==> config.mk <==
export PLATFORM = sky130hd
export DESIGN_NAME = serial_pattern_generator
export DESIGN_NICKNAME = d
export VERILOG_FILES = /design/src/rtl/serial_pattern_generator.sv
export SDC_FILE = /design/constraint.sdc
export NUM_CORES = 1
export LEC_CHECK = 0
export BUFFER_PORTS_ARGS = -buffer_cell sky130_fd_sc_hd__buf_2
export CORE_MARGIN = 2
export CORE_UTILIZATION = 49
export DETAILED_ROUTE_END_ITERATION = 16
export PLACE_DENSITY_LB_ADDON = 0.3
export SLEW_MARGIN = 15
export SYNTH_ARGS = -nofsm -noshare
export SYNTH_HDL_FRONTEND = slang
export SYNTH_SLANG_ARGS = --single-unit
==> constraint.sdc <==
create_clock -name clock -period 1.9 [get_ports clock]
set_clock_uncertainty 0.15 [all_clocks]
set_input_delay 0.095 -clock clock [delete_from_list [all_inputs] [get_ports clock]]
set_output_delay 0.095 -clock clock [all_outputs]
set_load 0.03 [all_outputs]
==> src/rtl/serial_pattern_generator.sv <==
// Serializes parallel words MSB-first over a valid/ready load handshake.
// Optional emitted-pattern counter is compiled in with `GEN_PATTERN_COUNT_EN.
module serial_pattern_generator #(
  parameter int unsigned        WIDTH   = 8,
  parameter int unsigned        PAT_LEN = 4,
  parameter logic [PAT_LEN-1:0] PATTERN = 4'b1011
) (
  input  logic             clock,
  input  logic             reset,
  input  logic [WIDTH-1:0] data_in,
  input  logic             load_valid,
  output logic             load_ready,
  output logic             sequence_out,
  output logic             out_valid,
  output logic             busy,
  output logic [7:0]       pattern_count
);

  localparam int unsigned         CNT_W    = (WIDTH > 2) ? $clog2(WIDTH) : 1;
  localparam logic [CNT_W-1:0]    LAST_IDX = CNT_W'(WIDTH - 1);

  if (WIDTH < 2 || WIDTH > 32 || PAT_LEN < 2 || PAT_LEN > 8 || PAT_LEN > WIDTH ||
      $bits(PATTERN) != PAT_LEN) begin : g_bad_cfg
    $error("serial_pattern_generator: unsupported WIDTH/PAT_LEN/PATTERN combination");
  end

  typedef enum logic {
    IDLE  = 1'b0,
    SHIFT = 1'b1
  } state_e;

  state_e             state_q, state_d;
  logic [WIDTH-1:0]   shift_q, shift_d;
  logic [CNT_W-1:0]   cnt_q, cnt_d;
  logic               handshake;

  // Serializer next-state and state-decoded outputs
  always_comb begin
    state_d      = state_q;
    shift_d      = shift_q;
    cnt_d        = cnt_q;
    load_ready   = 1'b0;
    out_valid    = 1'b0;
    busy         = 1'b0;
    sequence_out = 1'b0;
    handshake    = 1'b0;
    case (state_q)
      IDLE: begin
        load_ready = 1'b1;
        handshake  = load_valid;
        if (handshake) begin
          shift_d = data_in;
          cnt_d   = LAST_IDX;
          state_d = SHIFT;
        end
      end
      SHIFT: begin
        out_valid    = 1'b1;
        busy         = 1'b1;
        sequence_out = shift_q[WIDTH-1];
        load_ready   = (cnt_q == '0);
        handshake    = load_valid && load_ready;
        shift_d      = {shift_q[WIDTH-2:0], 1'b0};
        cnt_d        = cnt_q - CNT_W'(1);
        if (cnt_q == '0) begin
          // Last bit: reload for a gap-free next word, otherwise drain to IDLE
          if (handshake) begin
            shift_d = data_in;
            cnt_d   = LAST_IDX;
          end else begin
            cnt_d   = '0;
            state_d = IDLE;
          end
        end
      end
      default: state_d = IDLE;
    endcase
  end

  always_ff @(posedge clock) begin
    if (reset) begin
      state_q <= IDLE;
      shift_q <= '0;
      cnt_q   <= '0;
    end else begin
      state_q <= state_d;
      shift_q <= shift_d;
      cnt_q   <= cnt_d;
    end
  end

`ifdef GEN_PATTERN_COUNT_EN
  logic [PAT_LEN-1:0] hist_q, hist_d;
  logic [7:0]         count_q, count_d;

  // History only advances on real data bits, so idle gaps are transparent
  always_comb begin
    hist_d  = hist_q;
    count_d = count_q;
    if (out_valid) begin
      hist_d = {hist_q[PAT_LEN-2:0], sequence_out};
      if (hist_d == PATTERN && count_q != 8'hFF) begin
        count_d = count_q + 8'd1;
      end
    end
  end

  always_ff @(posedge clock) begin
    if (reset) begin
      hist_q  <= '0;
      count_q <= '0;
    end else begin
      hist_q  <= hist_d;
      count_q <= count_d;
    end
  end

  assign pattern_count = count_q;
`else
  assign pattern_count = 8'd0;
`endif

endmodule
==> results of run 1 <==
==> area by class of cell <==
type	count	area (µm²)	share of cell area, %
repair buffers	17	92.59	10.95
multi-input cells	57	411.6	48.67
flip-flops and latches	12	240.2	28.40
inverters	12	45.04	5.325
clock buffers	4	36.28	4.290
well taps	16	20.02	2.367
==> power groups by stage <==
stage                     logic [mW]  clock network [mW]  registers, mW
after floorplan                0.169                   0          0.296
after global placement         0.188                   0          0.298
after detailed placement       0.192                   0          0.299
after CTS                      0.193               0.208          0.292
after global routing           0.213               0.216          0.297
final                          0.191               0.202          0.292
==> worst register-to-register path, stage by stage (launching register included) <==
cell and delay [ns]:
dfxtp_1 0.32, inv_1 0.10, ha_1 0.22, nand3b_1 0.11
and2_4 0.23, a2111oi_2 0.36
==> synth_stat cells, types with 2 or more instances <==
| cell | count | area share (%) |
|---|---|---|
| buf_4 | 10 | 9.7 |
| dfxtp_1 | 12 | 31 |
| ha_1 | 2 | 3.2 |
| mux2i_1 | 2 | 2.6 |
| nor3_1 | 2 | 1.3 |
| a2111oi_2 | 7 | 14 |
| nor2b_1 | 7 | 5.6 |
| inv_1 | 12 | 5.8 |
| a211oi_1 | 10 | 9.7 |
| nor2_1 | 9 | 4.4 |
| buf_2 | 3 | 1.9 |
==> registers in the layout, summed over array words and instances (netlist names) <==
| signal | flops |
|---|---|
| state_q | 1 |
| cnt_q | 3 |
| shift_q | 8 |
==> per-stage QoR <==
step | util, % | power (mW) | instances | hold slack, ns | instance area, µm²
after floorplan | - | 0.4644 | 96 | 0.01386 | 802.0
after global placement | 54.37 | 0.4852 | 114 | 0.2906 | 809.5
after CTS | 56.81 | 0.6934 | 118 | 0.01061 | 845.8
final | 56.81 | 0.6852 | 118 | 0.01161 | 845.8
after detailed placement | 54.37 | 0.4904 | 114 | 0.3005 | 809.5
after global routing | 56.81 | 0.7256 | 118 | 0.005884 | 845.8
==> per-layer routing <==
layer  vias to the layer above  part of all wire [%]
met5                         -                     0
met4                         0                  0.64
met3                         2                   6.0
met2                        18                    48
met1                       280                    45
li1                        313                     -
==> worst max path at each step <==
stage | from | slack [ns] | to | cells after the start
after floorplan | state_q$_SDFF_PP0_ | 0.38 | shift_q[3]$_SDFFE_PP0P_ | 4
after global routing | cnt_q[0]$_SDFFE_PP0P_ | 0.21 | shift_q[3]$_SDFFE_PP0P_ | 5
after detailed placement | cnt_q[0]$_SDFFE_PP0P_ | 0.33 | shift_q[5]$_SDFFE_PP0P_ | 5
final | cnt_q[0]$_SDFFE_PP0P_ | 0.31 | shift_q[4]$_SDFFE_PP0P_ | 5
after global placement | cnt_q[0]$_SDFFE_PP0P_ | 0.39 | shift_q[3]$_SDFFE_PP0P_ | 5
after CTS | cnt_q[0]$_SDFFE_PP0P_ | 0.30 | shift_q[5]$_SDFFE_PP0P_ | 5
==> logic make-up (layout without fill, tap and decap cells) <==
group | count (synthesis) | in the layout | share of synthesized area (%)
DFF | 12 | 12 | 30.97
buffers and inverters | 27 | 33 | 19.35
and+or+nand+nor | 23 | 23 | 15.48
muxes | 2 | 2 | 2.581
adders and majority gates | 2 | 2 | 3.225
other | 1 | 8 | 0.4834
AOI/OAI and AO/OA | 22 | 22 | 27.90
==> qor.yml, run 1 <==
status:
  status: "finished clean"
yosys:
  synth_seq_cells: 12
  ys_seq_area_share_pct: 30.97
  synth_edf_count: 0
  avgSynthCellArea_um2: 8.716
  ys.flop_type: "dfxtp_1"
  netlist_area_um2: 775.7
  syn_inst: 89
  ys_types: 24
  yosysWarnings: 0
  async_flop_share_pct: 0
setup_path:
  r2r_setup_slack_ns: 0.31
  setup.worst_path.class: "flip-flop to flip-flop"
  arrival_ns: 1.60
  path_cells: "inv_1 > ha_1 > nand3b_1 > and2_4 > a2111oi_2"
  start_kind: "flip-flop"
  cp.buffers_inverters: 1
  endpoint_kind: "flip-flop"
  cp_slowest_cell: "a2111oi_2"
  r2r_cells: 5
  reg2reg_from: "cnt_q[0]$_SDFFE_PP0P_"
  path_max_fanout: 7
  r2r_end: "shift_q[4]$_SDFFE_PP0P_"
  slowest_delay_ns: 0.36
  crit_required_ns: 1.91
  crit_family: "compound AO/OA/AOI/OAI gates"
hold_path:
  whs_endpoint: "shift_q[2]$_SDFFE_PP0P_"
  min_from: "data_in[2]"
  min_path_cells: 3
  hold_path_class: "input port to flip-flop"
cts:
  postCtsSetupBuffers: 0
  clockBufferDepth: 2
  cts.repair.resized: 0
  ctsHoldBuffers: 0
  cts.clk_slew.worst_paths_ns: 0.08
  insertion_delay_ns: 0.27
  cts_made_buffers: 3
  cts_sinks: 12
  cts_root_buffer: "clkbuf_4"
  htreeDepth: 1
  cts_tree: "yes"
floorplan:
  initial_utilization_pct: 52.10
  core_um2: 1489
  num_rows: 14
  die_w_um: 43.79
  dieHeight_um: 43.79
  die_area_um2: 1918
  io_pins: 23
sta:
  fin_crit_sh_pct: 83.46
  finalSetupViolCount: 0
  final.setup.worst_slack_ns: 0.3143
  finalHoldViolCount: 0
  max_freq_mhz: 630.6
  finalCriticalPeriod_ns: 1.586
  rsz0062_at_grt: "no"
  setup_tns_ns: 0
  slew_violations: 0
global_routing:
  grt-ovfl-total: 0
  busiest_layer: "met2"
  grt_max_degree: 21
  globalRouteTotalUtil_pct: 16.64
  grt_pass1_vias: 602
  grt.met1_usage_pct: 18.88
  antenna_found_initial: 0
  grt_pass1_wl_mm: 2.401
  globalRouteMet2Util_pct: 29.71
  use_met3_pct: 5.000
power:
  vdd_drop_max_v: 0.0004627
  switchingPower_mw: 0.2166
  p_clk_share_pct: 29.4
  swShare_pct: 31.61
  powerDensity_nw_per_um2: 810.1
  sequentialPowerShare_pct: 42.7
  power.leakage_nw: 0.3750
  power_frac_comb_pct: 27.9
  internal-power_mw: 0.4686
layout:
  final_nets: 116
  diodes: 0
  drive_gt1_share_pct: 29.41
  layout_commonest_cell: "buf_2"
  syn_to_final_growth_pct: 9.032
  final_cell_mix: "14 x buf_2, 12 x inv_1, 12 x dfxtp_1, 10 x a211oi_1, 9 x nor2_1"
  fill_cells: 154
placed_design:
  hpwl_mm: 1.033
  pre_cts_ws_ns: 0.3322
  gp_congestion: 0.7207
  port_buffers: 14
run:
  maxCapViolations: 0
detailed_routing:
  first_pass_iters: 4
  antenna_left: 0
  wl_per_cell_um: 11.84
  drt_iter0_markers: 3
  drc: 0
  num_vias: 613
  wirelength_mm: 1.397
  via_per_inst: 5.195
Note: power is estimated with default switching activity, not from simulation.
==> inputs of run 2 (changes only) <==
- CORE_UTILIZATION: 49 -> 44
- clock period: 1.9 -> 1.33 ns (I/O delays scaled with it)
==> run 2 against run 1 <==
- the flow now finishes with violations (setup timing)
- core utilization is 7.6 points higher
- non-clock buffer count grew 13
- clock-buffer cell count unchanged
- final cell count rose by 12%
- die area increased by 10%
- register-to-register slack got worse by 0.46 ns
- fmax is 7.8% higher
- combinational power grew 120%
- routed wire length up 29%
- worst hold slack improved by 0.0097 ns
- sequential share of layout area down 5.7 points
- critical endpoint is now shift_q[7]$_SDFFE_PP0P_
==> qor.yml, run 2 (synthesis gave the netlist of run 1 again) <==
layout:
  drive_gt1_share_pct: 42.61  # was 29.41%
  postLayoutCellArea_um2: 1087  # was 845.8 µm²
  final_cell_mix: "12 x buf_2, 10 x inv_1, 9 x nor2_1, 9 x dfxtp_1"  # was 14 x buf_2, 12 x inv_1, 12 x dfxtp_1, 10 x a211oi_1, 9 x nor2_1
  fill_cells: 148  # was 154
  syn_to_final_growth_pct: 40.16  # was 9.032%
  final_nets: 129  # was 116
  top_regs: "shift_q (8), cnt_q (3), state_q (1)"  # unchanged
  largest_reg_flops: 8  # unchanged
  layout_commonest_cell: "buf_2"  # unchanged
  diodes: 0  # unchanged
  regMostFlops: "shift_q"  # unchanged
  fin_cells: 132  # was 118
sta:
  hold_ws_ns: 0.02133  # was 0.01161 ns
  slew_violations: 0  # unchanged
  max_freq_mhz: 679.6  # was 630.6 MHz
  final.setup.worst_slack_ns: -0.1415  # was 0.3143 ns
  finalHoldViolCount: 0  # unchanged
  fin_crit_sh_pct: 110.6  # was 83.46%
  rsz0062_at_grt: "yes"  # was no
  finalCriticalPeriod_ns: 1.471  # was 1.586 ns
  finalSetupViolCount: 12  # was 0
  setup_tns_ns: -1.148  # was 0 ns
cts:
  cts.clk_slew.worst_paths_ns: 0.09  # was 0.08 ns
  htreeDepth: 1  # unchanged
  cts_made_buffers: 3  # unchanged
  insertion_delay_ns: 0.28  # was 0.27 ns
  cts_sinks: 12  # unchanged
  cts_root_buffer: "clkbuf_4"  # unchanged
  cts_tree: "yes"  # unchanged
  clockBufferDepth: 2  # unchanged
setup_path:
  path_max_fanout: 7  # unchanged
  reg2reg_from: "cnt_q[1]$_SDFFE_PP0P_"  # was cnt_q[0]$_SDFFE_PP0P_
  crit_required_ns: 1.35  # was 1.91 ns
  endpoint_kind: "flip-flop"  # unchanged
  arrival_ns: 1.50  # was 1.60 ns
  r2r_cells: 5  # unchanged
  setup.worst_path.class: "flip-flop to flip-flop"  # unchanged
  cp-endpoint: "shift_q[7]$_SDFFE_PP0P_"  # was shift_q[4]$_SDFFE_PP0P_
  cp-startpoint: "cnt_q[1]$_SDFFE_PP0P_"  # was cnt_q[0]$_SDFFE_PP0P_
  start_kind: "flip-flop"  # unchanged
  r2r_end: "shift_q[7]$_SDFFE_PP0P_"  # was shift_q[4]$_SDFFE_PP0P_
  r2r_setup_slack_ns: -0.14  # was 0.31 ns
status:
  violations: "setup timing"
  status: "finished, violations left"  # was finished clean
floorplan:
  die_area_um2: 2115  # was 1918 µm²
  initial_utilization_pct: 45.93  # was 52.10%
  dieHeight_um: 45.99  # was 43.79 µm
  die_w_um: 45.99  # was 43.79 µm
  io_pins: 23  # unchanged
  num_rows: 15  # was 14
  core_um2: 1689  # was 1489 µm²
placed_design:
  hpwl_mm: 1.104  # was 1.033 mm
  gp_congestion: 0.7159  # was 0.7207
  port_buffers: 14  # unchanged
  dp_cells: 120  # was 114
  placed_area_um2: 873.3  # was 809.5 µm²
detailed_routing:
  first_pass_iters: 4  # unchanged
  drt_iter0_markers: 8  # was 3
  wirelength_mm: 1.800  # was 1.397 mm
  antenna_left: 0  # unchanged
  wl_per_cell_um: 13.64  # was 11.84 µm
  drc: 0  # unchanged
  via_per_inst: 5.220  # was 5.195
  num_vias: 689  # was 613
power:
  power.leakage_nw: 0.4574  # was 0.3750 nW
  finalPower_mw: 1.145  # was 0.6852 mW
  powerDensity_nw_per_um2: 1053  # was 810.1 nW/µm²
  vdd_drop_max_v: 0.0006218  # was 0.0004627 V
global_routing:
  globalRouteTotalUtil_pct: 19.14  # was 16.64%
  antenna_found_initial: 0  # unchanged
  grt_max_degree: 20  # was 21
  grt_pass1_wl_mm: 2.822  # was 2.401 mm
  grt-ovfl-total: 0  # unchanged
  grt_pass1_vias: 654  # was 602
run:
  maxCapViolations: 0  # unchanged
hold_path:
  hold_path_class: "input port to flip-flop"  # unchanged
  min_path_cells: 2  # was 3
## run 2: cell types whose count changed in the layout (fill, tap and decap cells not counted), sizes merged
cell | previous run | this run
dlygate4sd3 | 0 | 6
buf | 17 | 24
## run 2: stage by stage
stage / util, % / setup WS, ns
finish: 64.37 / -0.1415
global route: 64.37 / -0.1915
CTS: 62.59 / -0.09085
detailed placement: 51.70 / -0.1033
global placement: 51.70 / -0.04563
floorplan: - / -0.004761
## run 2: worst min-delay path by stage
stage	from	to	slack (ns)
final	reset	state_q$_SDFF_PP0_	0.02
after global placement	data_in[6]	shift_q[6]$_SDFFE_PP0P_	0.26
after detailed placement	data_in[6]	shift_q[6]$_SDFFE_PP0P_	0.27
after global routing	reset	state_q$_SDFF_PP0_	0.06
after floorplan	reset	shift_q[4]$_SDFFE_PP0P_	-0.01
after CTS	reset	state_q$_SDFF_PP0_	0.01
## run 2: worst max-delay path: stages (launching register included)
cell and delay [ns]:
dfxtp_2 0.33, inv_2 0.08, ha_4 0.15, nand3b_1 0.13, and2_4 0.23, a2111oi_4 0.30
## run 2: metal layers
layer | vias to the layer above | part of all wire [%] | track usage (%)
met3 | 2 | 4.4 | 3.571
met1 | 327 | 41 | 21.39
li1 | 340 | - | -
met2 | 20 | 53 | 35.28
met4 | 0 | 1.2 | 6.857
met5 | - | 0 | 0
## run 2: timing repair
item	CTS	global route
resized for setup	15	4
hold endpoints to repair	6	0
hold buffers	6	0
setup endpoints to repair	11	14
setup buffers	2	0
pin swaps	3	3
## run 2: power breakdown
| part | internal, mW | switching [mW] | leakage, nW |
|---|---|---|---|
| logic | 0.195 | 0.218 | 0.336 |
| registers | 0.397 | 0.0319 | 0.101 |
| clock network | 0.167 | 0.136 | 0.0210 |
## run 2: area by class of cell
cell class	instances	area, µm²	share of cell area (%)
Multi-Input combinational cell	57	513.0	47.18
Inverter	12	45.04	4.143
Clock buffer	4	36.28	3.337
Sequential cell	12	246.5	22.67
Timing Repair Buffer	30	225.2	20.71
Tap cell	17	21.27	1.956
==> inputs of run 3 (changes only) <==
- RECOVER_POWER: unset -> 100
==> run 3 against run 2 <==
- clock power hardly changed
- worst setup slack got worse by 0.00057 ns
- combinational power shrank 1%
- power decreased by 0.36%
- flip-flop and latch count unchanged
- core utilization decreased by 0.44 points
- sequential share of layout area up 0.16 points
- die area is the same
- the run still ends with setup timing left
- sequential power about the same
- first-iteration DRC count unchanged
- global-route usage is the same
- largest cell class unchanged
- non-clock buffer count unchanged
==> qor.yml, run 3 (synthesis gave the netlist of run 1 again) <==
floorplan:
  die_w_um: 45.99  # unchanged
  die_area_um2: 2115  # unchanged
  core_um2: 1689  # unchanged
  dieHeight_um: 45.99  # unchanged
  initial_utilization_pct: 45.93  # unchanged
  num_rows: 15  # unchanged
  io_pins: 23  # unchanged
power:
  powerDensity_nw_per_um2: 1057  # was 1053 nW/µm²
  power.leakage_nw: 0.4555  # was 0.4574 nW
  finalPower_mw: 1.141  # was 1.145 mW
  vdd_drop_max_v: 0.0006186  # was 0.0006218 V
cts:
  cts_tree: "yes"  # unchanged
  clockBufferDepth: 2  # unchanged
  cts_root_buffer: "clkbuf_4"  # unchanged
  htreeDepth: 1  # unchanged
  cts_made_buffers: 3  # unchanged
  insertion_delay_ns: 0.28  # about the same
  cts.clk_slew.worst_paths_ns: 0.09  # about the same
  cts_sinks: 12  # unchanged
hold_path:
  min_from: "reset"  # unchanged
  min_path_cells: 2  # unchanged
  hold_path_class: "input port to flip-flop"  # unchanged
  whs_endpoint: "state_q$_SDFF_PP0_"  # unchanged
layout:
  top_regs: "shift_q (8), cnt_q (3), state_q (1)"  # unchanged
  syn_to_final_growth_pct: 39.19  # was 40.16%
  diodes: 0  # unchanged
  final_cell_mix: "10 x inv_1, 10 x buf_2, 9 x nor2_1, 9 x dfxtp_1"  # was 12 x buf_2, 10 x inv_1, 9 x nor2_1, 9 x dfxtp_1
  drive_gt1_share_pct: 42.61  # unchanged
  multi_input_area_um2: 505.5  # was 513.0 µm²
  regMostFlops: "shift_q"  # unchanged
  final_nets: 129  # unchanged
  fin_cells: 132  # unchanged
  largest_reg_flops: 8  # unchanged
  fill_cells: 150  # was 148
  regArea_um2: 246.5  # unchanged
  fin_util_pct: 63.93  # was 64.37%
placed_design:
  pre_cts_ws_ns: -0.1033  # unchanged
  gp_congestion: 0.7159  # unchanged
  port_buffers: 14  # unchanged
  dp_cells: 120  # unchanged
  hpwl_mm: 1.104  # unchanged
setup_path:
  setup.worst_path.class: "flip-flop to flip-flop"  # unchanged
  crit_required_ns: 1.35  # about the same
  arrival_ns: 1.50  # about the same
  r2r_setup_slack_ns: -0.14  # about the same
  path_max_fanout: 7  # unchanged
  endpoint_kind: "flip-flop"  # unchanged
  reg2reg_from: "cnt_q[1]$_SDFFE_PP0P_"  # unchanged
  start_kind: "flip-flop"  # unchanged
  r2r_end: "shift_q[7]$_SDFFE_PP0P_"  # unchanged
  r2r_cells: 5  # unchanged
sta:
  finalHoldViolCount: 0  # unchanged
  max_freq_mhz: 679.3  # was 679.6 MHz
  finalSetupViolCount: 12  # unchanged
  hold_ws_ns: 0.02115  # was 0.02133 ns
  rsz0062_at_grt: "yes"  # unchanged
  final.setup.worst_slack_ns: -0.1421  # was -0.1415 ns
  fin_crit_sh_pct: 110.7  # was 110.6%
  finalCriticalPeriod_ns: 1.472  # was 1.471 ns
  slew_violations: 0  # unchanged
status:
  status: "finished, violations left"  # unchanged
  violations: "setup timing"  # unchanged
detailed_routing:
  num_vias: 689  # unchanged
  wirelength_mm: 1.800  # unchanged
  drt_iter0_markers: 8  # unchanged
  via_per_inst: 5.220  # unchanged
  antenna_left: 0  # unchanged
  wl_per_cell_um: 13.64  # unchanged
  drc: 0  # unchanged
  first_pass_iters: 4  # unchanged
global_routing:
  grt-ovfl-total: 0  # unchanged
  grt_pass1_vias: 654  # unchanged
  antenna_found_initial: 0  # unchanged
  grt_max_degree: 20  # unchanged
  grt_pass1_wl_mm: 2.822  # unchanged
  globalRouteTotalUtil_pct: 19.14  # unchanged
run:
  maxCapViolations: 0  # unchanged
==> run 3: area by class of cell <==
| class | count | area share (%) |
|---|---|---|
| Sequential cell | 12 | 22.83 |
| Multi-Input combinational cell | 57 | 46.81 |
| Tap cell | 17 | 1.970 |
| Clock buffer | 4 | 3.360 |
| Timing Repair Buffer | 30 | 20.86 |
| Inverter | 12 | 4.171 |
==> run 3: power breakdown <==
group | internal [mW] | switching, mW | leakage (nW)
clock | 0.167 | 0.137 | 0.0210
combinational | 0.193 | 0.216 | 0.334
sequential | 0.397 | 0.0313 | 0.101
==> run 3: how the worst max path moves through the flow <==
| stage | startpoint | endpoint | cells past startpoint |
|---|---|---|---|
| 2_1_floorplan | state_q$_SDFF_PP0_ | shift_q[3]$_SDFFE_PP0P_ | 4 |
| 6_report | cnt_q[1]$_SDFFE_PP0P_ | shift_q[7]$_SDFFE_PP0P_ | 5 |
| 3_5_place_dp | cnt_q[1]$_SDFFE_PP0P_ | shift_q[7]$_SDFFE_PP0P_ | 6 |
| 3_3_place_gp | cnt_q[1]$_SDFFE_PP0P_ | shift_q[7]$_SDFFE_PP0P_ | 5 |
| 4_1_cts | cnt_q[1]$_SDFFE_PP0P_ | shift_q[7]$_SDFFE_PP0P_ | 5 |
| 5_1_grt | cnt_q[1]$_SDFFE_PP0P_ | shift_q[7]$_SDFFE_PP0P_ | 5 |
==> run 3: repair_timing <==
item | 4_1_cts | 5_1_grt
buffers inserted | 2 | 0
setup endpoints to repair | 11 | 14
hold endpoints to repair | 6 | 0
gates resized for setup | 15 | 4
pin swaps | 3 | 3
hold buffers | 6 | 0
==> run 3: worst max-delay path, cell delays in order, from the launching register on <==
cell and delay (ns):
dfxtp_2 0.33, inv_2 0.08, ha_4 0.15, nand3b_1 0.13, and2_4 0.23, a2111oi_4 0.30
==> run 3: through the flow <==
step / instance area, µm² / setup TNS, ns
after floorplan: 835.8 / -0.004761
after global placement: 873.3 / -0.06869
after detailed placement: 873.3 / -0.5290
after CTS: 1057 / -0.7695
after global routing: 1080 / -1.907
final: 1080 / -1.146
==> run 3: per-layer routing <==
| layer | GRT usage, % | wire [µm] |
|---|---|---|
| met1 | 21.39 | 744 |
| met2 | 35.28 | 954 |
| met3 | 3.571 | 79 |
| met4 | 6.857 | 21 |
| met5 | 0 | 0 |
